===== src/rtl/mips_pkg.sv =====
// Shared MIPS front-end definitions: reset/halt addresses and jump-selection encodings.
package mips_pkg;

  localparam int unsigned XLEN = 32;

  localparam logic [XLEN-1:0] RESET_VECTOR_DEFAULT = 32'hBFC0_0000;
  localparam logic [XLEN-1:0] HALT_ADDR            = 32'h0000_0000;

  typedef enum logic [1:0] {
    JSEL_NONE = 2'b00,
    JSEL_ABS  = 2'b01,
    JSEL_PAGE = 2'b10,
    JSEL_REL  = 2'b11
  } jump_sel_e;

  // Candidate transfer targets captured from one instruction
  typedef struct packed {
    logic [XLEN-1:0] abs_t;
    logic [XLEN-1:0] page_t;
    logic [XLEN-1:0] rel_t;
  } pc_targets_t;

endpackage


===== src/rtl/pc_update_if.sv =====
// Execute-stage bus between the sequencer/branch logic and the PC update block.
interface pc_update_if;
  logic        state;
  logic        stall;
  logic [1:0]  jump_addr_selection;
  logic [31:0] instruction_word;
  logic [31:0] rs_data;
  logic [31:0] pc;
  logic [31:0] pc_plus8;
  logic        in_delay_slot;
  logic        active;

  modport master (
    output state, stall, jump_addr_selection, instruction_word, rs_data,
    input  pc, pc_plus8, in_delay_slot, active
  );

  modport slave (
    input  state, stall, jump_addr_selection, instruction_word, rs_data,
    output pc, pc_plus8, in_delay_slot, active
  );
endinterface


===== src/rtl/pc_target_calc.sv =====
// Combinational target arithmetic: sequential, absolute, page-absolute and PC-relative.
module pc_target_calc
  import mips_pkg::*;
(
  input  logic [XLEN-1:0] pc,
  input  logic [XLEN-1:0] instruction_word,
  input  logic [XLEN-1:0] rs_data,
  output logic [XLEN-1:0] pc_plus4_c,
  output logic [XLEN-1:0] pc_plus8_c,
  output pc_targets_t     targets_c
);

  logic [XLEN-1:0] branch_off;
  logic            unused_opcode;

  always_comb begin
    pc_plus4_c       = pc + XLEN'(4);
    pc_plus8_c       = pc + XLEN'(8);
    // Word offset: sign-extend imm16 and scale by 4
    branch_off       = {{(XLEN-18){instruction_word[15]}}, instruction_word[15:0], 2'b00};
    targets_c.abs_t  = rs_data;
    targets_c.page_t = {pc_plus4_c[XLEN-1:XLEN-4], instruction_word[25:0], 2'b00};
    targets_c.rel_t  = pc_plus4_c + branch_off;
  end

  assign unused_opcode = ^instruction_word[XLEN-1:26];

endmodule


===== src/rtl/pc_update.sv =====
// Program counter with one-instruction delay slot, delay-slot transfer suppression and halt-at-zero.
module pc_update
  import mips_pkg::*;
#(
  parameter logic [XLEN-1:0] RESET_VECTOR = RESET_VECTOR_DEFAULT
) (
  input  logic        clk,
  input  logic        reset,
  pc_update_if.slave  bus
);

  logic [XLEN-1:0] pc_q, pc_d;
  logic            active_q, active_d;
  logic            ignore_q, ignore_d;
  pc_targets_t     tgt_q, tgt_d, tgt_c;

  jump_sel_e       sel;
  logic            update_c;
  logic            take_c;
  logic [XLEN-1:0] pc_plus4_c;
  logic [XLEN-1:0] pc_plus8_c;
  logic [XLEN-1:0] target_c;

  pc_target_calc u_calc (
    .pc               (pc_q),
    .instruction_word (bus.instruction_word),
    .rs_data          (bus.rs_data),
    .pc_plus4_c       (pc_plus4_c),
    .pc_plus8_c       (pc_plus8_c),
    .targets_c        (tgt_c)
  );

  assign sel = jump_sel_e'(bus.jump_addr_selection);

  // Next-state: targets captured now are consumed at the following update (the delay slot's)
  always_comb begin
    pc_d     = pc_q;
    active_d = active_q;
    ignore_d = ignore_q;
    tgt_d    = tgt_q;
    target_c = pc_plus4_c;
    update_c = bus.state && !bus.stall && active_q;
    take_c   = (sel != JSEL_NONE) && !ignore_q;

    unique case (sel)
      JSEL_ABS:  target_c = tgt_q.abs_t;
      JSEL_PAGE: target_c = tgt_q.page_t;
      JSEL_REL:  target_c = tgt_q.rel_t;
      default:   target_c = pc_plus4_c;
    endcase

    if (update_c) begin
      tgt_d    = tgt_c;
      ignore_d = take_c;
      pc_d     = take_c ? target_c : pc_plus4_c;
      if (pc_d == HALT_ADDR) begin
        active_d = 1'b0;
      end
    end
  end

  always_ff @(posedge clk) begin
    if (reset) begin
      pc_q     <= RESET_VECTOR;
      active_q <= 1'b1;
      ignore_q <= 1'b0;
      tgt_q    <= '0;
    end else begin
      pc_q     <= pc_d;
      active_q <= active_d;
      ignore_q <= ignore_d;
      tgt_q    <= tgt_d;
    end
  end

  assign bus.pc            = pc_q;
  assign bus.pc_plus8      = pc_plus8_c;
  assign bus.in_delay_slot = take_c;
  assign bus.active        = active_q;

endmodule


===== src/flat_wrapper.sv =====
// flat-port wrapper written by rule: the top's interface ports become plain ports
module pc_update_flat import mips_pkg::*;
#(
  parameter logic [XLEN-1:0] RESET_VECTOR = RESET_VECTOR_DEFAULT
)
  (clk, reset, bus_state, bus_stall, bus_jump_addr_selection, bus_instruction_word, bus_rs_data, bus_pc, bus_pc_plus8, bus_in_delay_slot, bus_active);
  pc_update_if bus_i ();
  input  logic clk;
  input  logic reset;
  input wire logic [$bits(bus_i.state)-1:0] bus_state;
  input wire logic [$bits(bus_i.stall)-1:0] bus_stall;
  input wire logic [$bits(bus_i.jump_addr_selection)-1:0] bus_jump_addr_selection;
  input wire logic [$bits(bus_i.instruction_word)-1:0] bus_instruction_word;
  input wire logic [$bits(bus_i.rs_data)-1:0] bus_rs_data;
  output wire logic [$bits(bus_i.pc)-1:0] bus_pc;
  output wire logic [$bits(bus_i.pc_plus8)-1:0] bus_pc_plus8;
  output wire logic [$bits(bus_i.in_delay_slot)-1:0] bus_in_delay_slot;
  output wire logic [$bits(bus_i.active)-1:0] bus_active;
  assign bus_i.state = bus_state;
  assign bus_i.stall = bus_stall;
  assign bus_i.jump_addr_selection = bus_jump_addr_selection;
  assign bus_i.instruction_word = bus_instruction_word;
  assign bus_i.rs_data = bus_rs_data;
  assign bus_pc = bus_i.pc;
  assign bus_pc_plus8 = bus_i.pc_plus8;
  assign bus_in_delay_slot = bus_i.in_delay_slot;
  assign bus_active = bus_i.active;
  pc_update #(.RESET_VECTOR(RESET_VECTOR)) u_core (.clk(clk), .reset(reset), .bus(bus_i));
endmodule

===== config.mk =====
export PLATFORM = sky130hd
export DESIGN_NAME = pc_update_flat
export DESIGN_NICKNAME = d
export VERILOG_FILES = /design/src/rtl/mips_pkg.sv /design/src/rtl/pc_update_if.sv /design/src/rtl/pc_target_calc.sv /design/src/rtl/pc_update.sv /design/src/flat_wrapper.sv
export SDC_FILE = /design/constraint.sdc
export NUM_CORES = 1
export LEC_CHECK = 0
export CORE_MARGIN = 5
export CORE_UTILIZATION = 57
export CTS_BUF_LIST = sky130_fd_sc_hd__clkbuf_4 sky130_fd_sc_hd__clkbuf_8
export DETAILED_ROUTE_END_ITERATION = 8
export GPL_ROUTABILITY_DRIVEN = 0
export HOLD_SLACK_MARGIN = 0.05
export PLACE_DENSITY = 0.85
export RECOVER_POWER = 50
export SYNTH_ARGS = -nofsm -noshare
export SYNTH_HDL_FRONTEND = slang
export SYNTH_HIERARCHICAL = 1
export SYNTH_SLANG_ARGS = --single-unit

===== constraint.sdc =====
create_clock -name clk -period 4.5 [get_ports clk]
set_input_delay 0.45 -clock clk [delete_from_list [all_inputs] [get_ports clk]]
set_output_delay 0.45 -clock clk [all_outputs]
set_load 0.05 [all_outputs]

# [After elaboration in Yosys (flattened, before gate mapping)]
# Index checks and enable logic that the tools add are counted.
[totals] register_bits=128 latch_bits=0 ramBits=0 rom_bits=0 in_bits=70 output_inout_bits=66 memories=0
[op_classes] n_addsub=3 n_mul=0 div=0 magnitude_cmp=0 n_eq_ne=3 n_shift=0 mux=2 n_bitwise=0 reduce_logical=8
[ops] op="$pmux 32 s3" n=1
[ops] op="$add 32x3->32 const B" n=1
[ops] op="$add 32x32->32" n=1
[ops] op="$add 32x4->32 const B" n=1
[ops] op="$logic_not 32->1" n=1
[ops] op="$mux 32" n=1
[ops] op="$eq 2x2->1 const B" n=2
[ops] op="$logic_and 1x1->1" n=3
[ops] op="$eq 2x1->1 const B" n=1
[ops] op="$logic_not 1->1" n=2
[ops] op="$reduce_and 2->1" n=1
[ops] op="$reduce_bool 2->1" n=1

# [Logic depth before layout (Yosys ltp)]
# Gate-level depths: netlist (run 1).
[depth] ltp_word=5 depth_mapped=20 depth_no_buf=18

# [Modules after synthesis]
# Netlist (run 1), hierarchy kept.
[by_module_without_submodules] module="pc_update" n_inst=1 cells_each=737 area_per_inst_um2=5764.3 seq_area_each_um2=2602.5
[by_module_without_submodules] module="pc_target_calc" n_inst=1 cells_each=438 area_per_inst_um2=3201.8 seq_area_each_um2=0.0

# [Least setup slack after synthesis (run 1)]
# OpenSTA, ideal clock, no wires.
[synth_timing] path_kind="register -> register" start="reg u_core.pc_q[4], in the netlist u_core/bus.pc[4]" end="reg u_core/tgt_q[26] in the netlist's numbering" setup_ns=0.132 arrival_ns=3.984 required_time_ns=4.368 slack_ns=0.384 path_stages_with_launch=19 n_path_buf=2 path_cell_list="dfxtp_1 -> ha_1 -> and3_1 -> and3_1 -> buf_4 -> and3_1 -> and3_1 -> nand4_1 -> xnor2_1 -> ha_1 -> clkbuf_1 -> a21o_1 -> o21bai_1 -> a221o_1 -> a41oi_2 -> o31ai_1 -> xor2_1 -> nand2_1 -> a21oi_1"
[synth_rtl] element="start, declared" line_no="pc_update.sv:12" source="logic [XLEN-1:0] pc_q, pc_d;"
[synth_rtl] element="start signal, assigned" line_no="pc_update.sv:69" source="pc_q <= pc_d;"
[synth_rtl] element="end signal, assigned" line_no="pc_update.sv:72" source="tgt_q <= tgt_d;"
[synth_rtl] element="end, declared" line_no="pc_update.sv:15" source="pc_targets_t tgt_q, tgt_d, tgt_c;"

==> results of run 1 <==
==> state kept, by name, summed over array words and instances (netlist names) <==
register,count
u_core/tgt_q,96
u_core/bus.pc,32
u_core/bus.active,1
u_core/ignore_q,1
==> logic make-up (layout without fill, tap and decap cells) <==
group,count (synthesis),in the layout,synth area share (%)
and+or+nand+nor,424,424,21.7
AOI/OAI and AO/OA,305,305,21.7
buffers and inverters,165,198,10.4
DFF,130,130,29.0
xor gates and xnor gates,82,82,8.18
adders and majority gates,36,36,5.11
muxes,32,32,3.77
other,1,2,0.0418
==> where the power goes <==
group          switching [mW]  leakage (nW)  internal [mW]  total (mW)
clock                   0.482         0.225          0.697        1.18
sequential             0.0634          1.06           1.21        1.28
combinational           0.515          2.71          0.321       0.837
total                    1.06          4.00           2.23        3.29
==> worst paths after layout <==
kind / startpoint / to / slack [ns]
hold / removal: reset / u_core/bus.pc[5]$_SDFFE_PP0P_ / 0.40
hold reg to reg: u_core/tgt_q[25]$_SDFFE_PP0P_ / u_core/tgt_q[25]$_SDFFE_PP0P_ / 0.46
setup / recovery: u_core/bus.pc[4]$_SDFFE_PP0P_ / u_core/tgt_q[28]$_SDFFE_PP0P_ / 0.26
setup reg to reg: u_core/bus.pc[4]$_SDFFE_PP0P_ / u_core/tgt_q[28]$_SDFFE_PP0P_ / 0.26
==> placed cells by master, fill, tap and decap left out, types with 5 or more instances in the layout <==
master and count:
inv_1 14, xor2_1 34, xnor2_1 45, clkdlybuf4s50_1 106, ha_1 35, nor3b_1 6
o32a_1 14, dlygate4sd3_1 21, buf_4 22, a2bb2oi_1 5, nor3_1 20, nand2b_1 6
o221ai_1 10, a21oi_1 163, a21o_1 21, mux2i_1 18, bufinv_16 5, nor2b_1 5
nand4_1 16, nor2_1 41, dfxtp_1 130, nand2_1 265, mux2_2 13, o21bai_1 7
and3_1 9, o21ai_0 22, a22oi_1 5, o211ai_1 10, nand3_1 22, clkbuf_8 19
nor4b_1 5
==> layer usage <==
| layer | track usage, % | up-vias | wire [um] |
|---|---|---|---|
| li1 | - | 4064 | - |
| met1 | 39.2 | 3967 | 11800 |
| met2 | 40.2 | 500 | 10900 |
| met3 | 7.84 | 63 | 2760 |
| met4 | 10.1 | 0 | 720 |
| met5 | 0 | - | 0 |
==> timing repair <==
item                                    in CTS  in global routing
hold endpoints to repair                     0                  0
gates resized for setup                      0                  1
endpoints found under the setup margin       0                  1
==> metrics by stage <==
step	instance area [um2]	hold slack (ns)	instances	utilization [%]	power (mW)
2_1_floorplan	8970	0.432	1176	-	1.90
3_3_place_gp	9820	0.440	1388	64.1	2.10
3_5_place_dp	9820	0.443	1388	64.1	2.12
4_1_cts	10300	0.388	1420	67.2	3.28
5_1_grt	10300	0.399	1420	67.2	3.42
6_report	10300	0.400	1420	67.2	3.29
==> cell type report <==
cell class,count,area [um2]
clock buffer,20,269
clock inverter,12,203
fill,1272,5030
inverter,15,56.3
multi-input combinational,881,5450
sequential,130,2600
tap,211,264
timing repair buffer,151,1450
==> metrics.md, run 1 <==
| Metric | Value |
|---|---|
| Fmax | 236 MHz |
| Leakage power | 4.00 nW |
| Number of synthesized flops with an enable pin | 0 |
| # IOs | 136 |
| Cell count of the worst hold path | 2 |
| Worst slew margin | -76.1% |
| Number of global-route vias before repair | 8039 |
| Pre-CTS setup slack | 0.423 ns |
| Crit-path leading delay family | simple AND/OR/NAND/NOR gates |
| Synth Cell Area | 8970 um2 |
| Register-to-Register Path Depth | 19 |
| Syn. warnings | 6 |
| Core area | 15300 um2 |
| Buffers on Ports | 129 |
| CP arrival | 4.54 ns |
| Worst path max stage delay | 0.47 ns |
| Critical Path RT | 4.81 ns |
| Drt pass-1 iters | 7 |
| Routed via count | 8594 |
| Row cnt | 45 |
| Initial antenna violation count | 0 |
| Peak VDD IR | 0.202 mV |
| Worst skew pair latency | 0.46 ns |
| HP Class | in2reg |
| CTS clock-pin slew for the worst setup and hold paths | 0.08 ns |
| Count of pins over their slew limit | 139 |
| Total gr overflow | 0 |
| P per Cell Area | 320 nW/um2 |
| CP Max Fanout | 7 |
| Count leader, synth | nand2_1 |
| Die Wd | 135 um |
| Drt drc | 0 |
| Max-cap violations | 1 |
| CTS tree | yes |
| Setup bufs post-CTS | 0 |
| CTS Hold Bufs | 0 |
| Fin crit period | 4.24 ns |
| Final worst setup slack | 0.264 ns |
| Final Hold Viols | 0 |
| Nature of the critical path endpoint | flop |
| Failing checks | max-capacitance violations, max-slew violations |
| ANT cells | 0 |
| Cells taking the most area after synthesis | dfxtp_1, nand2_1, a21oi_1 |
| Clock skew | 0.00779 ns |
| Layout cells sized above 1 | 8.02% |
| Stages on the worst setup path | 19 |
| Synth Area per Inst | 7.63 um2 |
| # nets final | 1302 |
| Largest net degree at the start of global routing | 139 |
| Clock root cell | clkbuf_8 |
| Clk buf depth | 2 |
| DRT iter0 DRCs | 914 |
| Routed wire length | 26200 um |
| Placed wire-length estimate | 18600 um |
| First-pass GRT wire length | 40900 um |
| Critical path buffer and inverter count | 1 |
| Die area | 18300 um2 |
| Crit path kind | reg2reg |
| Fin crit share | 94.1% |
| Post-synthesis sequential area ratio | 29.0% |
| FFs w/ async S/R, synth | 0% |
| Synth cell count leaders | nand2_1, a21oi_1, dfxtp_1 |
| Yosys cell types | 80 |
| FF+latch count, synth | 130 |
| Drt wl/cell | 18.5 um |
| Final setup violating endpoints | 0 |
| Num CTS Buffers | 17 |
| Primary FF master, synth | dfxtp_1 |
| H-tree levels | 4 |
| Vias per Instance | 6.05 |
| Post-Syn Instances | 1175 |
| Crit-path cells | ha_1 -> and3_1 -> and3_1 -> buf_4 -> nand4_4 -> nor2_4 -> nand4_1 -> xnor2_1 -> ha_1 -> a21o_1 -> a21o_1 -> a21oi_1 -> o21ai_0 -> a211o_1 -> nand2_1 -> o21ai_1 -> xor2_1 -> nand2_1 -> a21oi_1 |
| Status | complete, but fails checks |
| Starting Density | 58.5% |
| Least-Margin Pin Slew | 2.64 ns |
| Syn-to-layout area delta | 14.7% |
| Area leader, netlist | dfxtp_1 |
| Crit start category | flop |
| Post-DRT Antenna Nets | 0 |
| Slowest stage cell, crit path | dfxtp_1 |
| Clock sink count | 130 |
| Unrepaired setup endpoints after global routing | no |
| Share of the synthesized area in the top cell type | 29.0% |
| Setup TNS | 0 ns |
| Total Routing Usage GR | 27.7% |
| Die height | 135 um |
Note: power is estimated with default switching activity, not from simulation.
==> run 2: changes to the inputs <==
--- a/config.mk
+++ b/config.mk
@@ -5,6 +5,7 @@
 export SDC_FILE = /design/constraint.sdc
 export NUM_CORES = 1
 export LEC_CHECK = 0
+export CAP_MARGIN = 10
 export CORE_MARGIN = 5
 export CORE_UTILIZATION = 57
 export CTS_BUF_LIST = sky130_fd_sc_hd__clkbuf_4 sky130_fd_sc_hd__clkbuf_8
==> results of run 2 <==
No change in the layout: final DEF, timing and power equal those of run 1.
==> run 3: changes to the inputs <==
--- a/config.mk
+++ b/config.mk
@@ -6,13 +6,15 @@
 export NUM_CORES = 1
 export LEC_CHECK = 0
 export CAP_MARGIN = 10
+export CORE_ASPECT_RATIO = 1.2
 export CORE_MARGIN = 5
-export CORE_UTILIZATION = 57
+export CORE_UTILIZATION = 61
 export CTS_BUF_LIST = sky130_fd_sc_hd__clkbuf_4 sky130_fd_sc_hd__clkbuf_8
 export DETAILED_ROUTE_END_ITERATION = 8
+export DONT_BUFFER_PORTS = 1
 export GPL_ROUTABILITY_DRIVEN = 0
 export HOLD_SLACK_MARGIN = 0.05
-export PLACE_DENSITY = 0.85
+export PLACE_DENSITY = 0.78
 export RECOVER_POWER = 50
 export SYNTH_ARGS = -nofsm -noshare
 export SYNTH_HDL_FRONTEND = slang
==> run 3 against run 2 <==
Against the previous run:
- the flow still finishes with violations (max-capacitance violations, max-slew violations)
- via count fell by 5.7%
- utilization down 4.5 points
- sequential power about the same
- flip-flop and latch count unchanged
- clock skew rose by 0.0047 ns
- first-iteration DRC count fell by 4.2%
- die area is 6.0% lower
- combinational power down 17%
- cell count is 9.4% lower
- clock power decreased by 16%
- non-clock buffer count is 97 lower
- cell area down 12%
==> metrics.md, run 3 (synthesized netlist as in run 1, its figures left out) <==
| Metric | Value |
|---|---|
| Register-to-Register Path Depth | 17 |
| CP Max Fanout | 6 |
| Max-cap violations | 1 |
| Nature of the critical path endpoint | flop |
| Hold Startpoint | reset |
| Die height | 143 um |
| Crit path kind | reg2reg |
| Post-layout power | 2.95 mW |
| Total gr overflow | 0 |
| Hold slack | 0.0756 ns |
| R2r startpoint | u_core/bus.pc[3]$_SDFFE_PP0P_ |
| Vias per Instance | 6.30 |
| Count of pins over their slew limit | 59 |
| Setup TNS | 0 ns |
| CTS Hold Bufs | 0 |
| Least-Margin Pin Slew | 2.37 ns |
| Drt wl/cell | 19.6 um |
| Worst slew margin | -57.8% |
| Most frequent CP cell | and3_1 |
| Comb pwr share | 23.5% |
| Clock sink count | 130 |
| Critical path buffer and inverter count | 0 |
| P_sw | 1.00 mW |
| Total Routing Usage GR | 28.9% |
| Max reg flops | 96 |
| Commonest cells after routing, fill and taps aside | nand2_1, a21oi_1, dfxtp_1 |
| Fin crit period | 4.24 ns |
| Drt drc | 0 |
| DP Area | 8720 um2 |
| Reg power frac | 43.0% |
| Routed via count | 8105 |
| Fin crit share | 94.1% |
| # IOs | 136 |
| Slowest stage cell, crit path | and3_1 |
| Worst skew pair latency | 0.46 ns |
| Routed wire length | 25200 um |
| Crit-path cells | ha_1 -> and3_1 -> and3_1 -> and3_1 -> nand2_1 -> xnor2_1 -> ha_1 -> and3_1 -> a22o_1 -> or3_4 -> o22ai_4 -> o21ai_1 -> a21oi_1 -> a31oi_1 -> o311ai_1 -> nand2_1 -> a21oi_1 |
| Clock group share of total power | 33.4% |
| Fillcell total | 1345 |
| H-tree levels | 4 |
| Critical Path RT | 4.88 ns |
| CTS clock-pin slew for the worst setup and hold paths | 0.08 ns |
| Crit start category | flop |
| Sw Ratio | 33.9% |
| Die area | 17200 um2 |
| Row cnt | 48 |
| Final Hold Viols | 0 |
| Most common cell after layout, fill and taps aside | nand2_1 |
| Largest net degree at the start of global routing | 132 |
| # nets final | 1205 |
| Peak VDD IR | 0.234 mV |
| Cell count of the worst hold path | 1 |
| Crit-path leading delay family | simple AND/OR/NAND/NOR gates |
| Syn-to-layout area delta | 0.698% |
| Clock skew | 0.0125 ns |
| Unrepaired setup endpoints after global routing | no |
| Core area | 14400 um2 |
| Status | complete, but fails checks |
| Internal Pwr Total | 1.95 mW |
| Reg with most FFs | u_core/tgt_q |
| CP arrival | 4.62 ns |
| Number of global-route vias before repair | 7650 |
| First-pass GRT wire length | 39600 um |
| Die Wd | 121 um |
| Post-CTS resize count | 0 |
| Initial antenna violation count | 0 |
| Final setup violating endpoints | 0 |
| Drt pass-1 iters | 5 |
| Buffers on Ports | 0 |
| Final instance area | 9030 um2 |
| Fmax | 236 MHz |
| Failing checks | max-capacitance violations, max-slew violations |
| Starting Density | 62.2% |
| P per Cell Area | 327 nW/um2 |
| Worst path max stage delay | 0.38 ns |
| CTS tree | yes |
| Crit path from | u_core/bus.pc[3]$_SDFFE_PP0P_ |
| ANT cells | 0 |
| Clk buf depth | 2 |
| Post-DRT Antenna Nets | 0 |
| Placed wire-length estimate | 18100 um |
| Layout cells sized above 1 | 9.36% |
| DRT iter0 DRCs | 876 |
| Stages on the worst setup path | 17 |
| Leakage power | 3.52 nW |
| HP Class | in2reg |
| Clock root cell | clkbuf_8 |
| Num CTS Buffers | 17 |
| Setup bufs post-CTS | 0 |
-- run 3: metal layers --
layer,track usage (%),part of all wire [%],vias up
met5,0,0,-
met4,15.2,4.8,0
met3,6.42,7.8,80
met2,49.3,49,371
met1,33.8,38,3783
li1,-,-,3871
-- run 3: final cells by class --
cell class | instances | area, um2 | area share, %
Clock buffer | 19 | 249 | 2.76
Clock inverter | 12 | 136 | 1.51
Inverter | 15 | 56.3 | 0.624
Multi-Input combinational cell | 881 | 5440 | 60.2
Sequential cell | 130 | 2600 | 28.8
Tap cell | 175 | 219 | 2.43
Timing Repair Buffer | 54 | 327 | 3.62
-- run 3: power by group through the flow --
| stage | Sequential (mW) | Combinational [mW] | Clock, mW |
|---|---|---|---|
| 2_1_floorplan | 1.33 | 0.567 | 0 |
| 3_3_place_gp | 1.30 | 0.682 | 0 |
| 3_5_place_dp | 1.30 | 0.690 | 0 |
| 4_1_cts | 1.27 | 0.693 | 1.00 |
| 5_1_grt | 1.28 | 0.750 | 1.05 |
| 6_report | 1.27 | 0.695 | 0.987 |
-- run 3: worst paths after layout --
check | end | slack (ns)
max reg2reg | u_core/tgt_q[31]$_SDFFE_PP0P_ | 0.26
min | u_core/bus.pc[9]$_SDFFE_PP0P_ | 0.08
max | u_core/tgt_q[31]$_SDFFE_PP0P_ | 0.26
min reg2reg | u_core/tgt_q[9]$_SDFFE_PP0P_ | 0.45
-- run 3: through the flow --
step / cells / setup WS (ns) / utilization [%]
detailed placement: 1255 / 0.424 / 60.5
global route: 1286 / 0.0680 / 62.6
global placement: 1255 / 0.498 / 60.5
CTS: 1286 / 0.368 / 63.2
finish: 1286 / 0.265 / 62.6
floorplan: 1176 / 0.384 / -
-- run 3: worst reg2reg max path: stages (launching register included) --
cell,delay (ns)
dfxtp_1,0.33
ha_1,0.21
and3_1,0.24
and3_1,0.38
and3_1,0.26
nand2_1,0.08
xnor2_1,0.34
ha_1,0.35
and3_1,0.22
a22o_1,0.26
or3_4,0.35
o22ai_4,0.19
o21ai_1,0.13
a21oi_1,0.36
a31oi_1,0.14
o311ai_1,0.12
nand2_1,0.09
a21oi_1,0.13
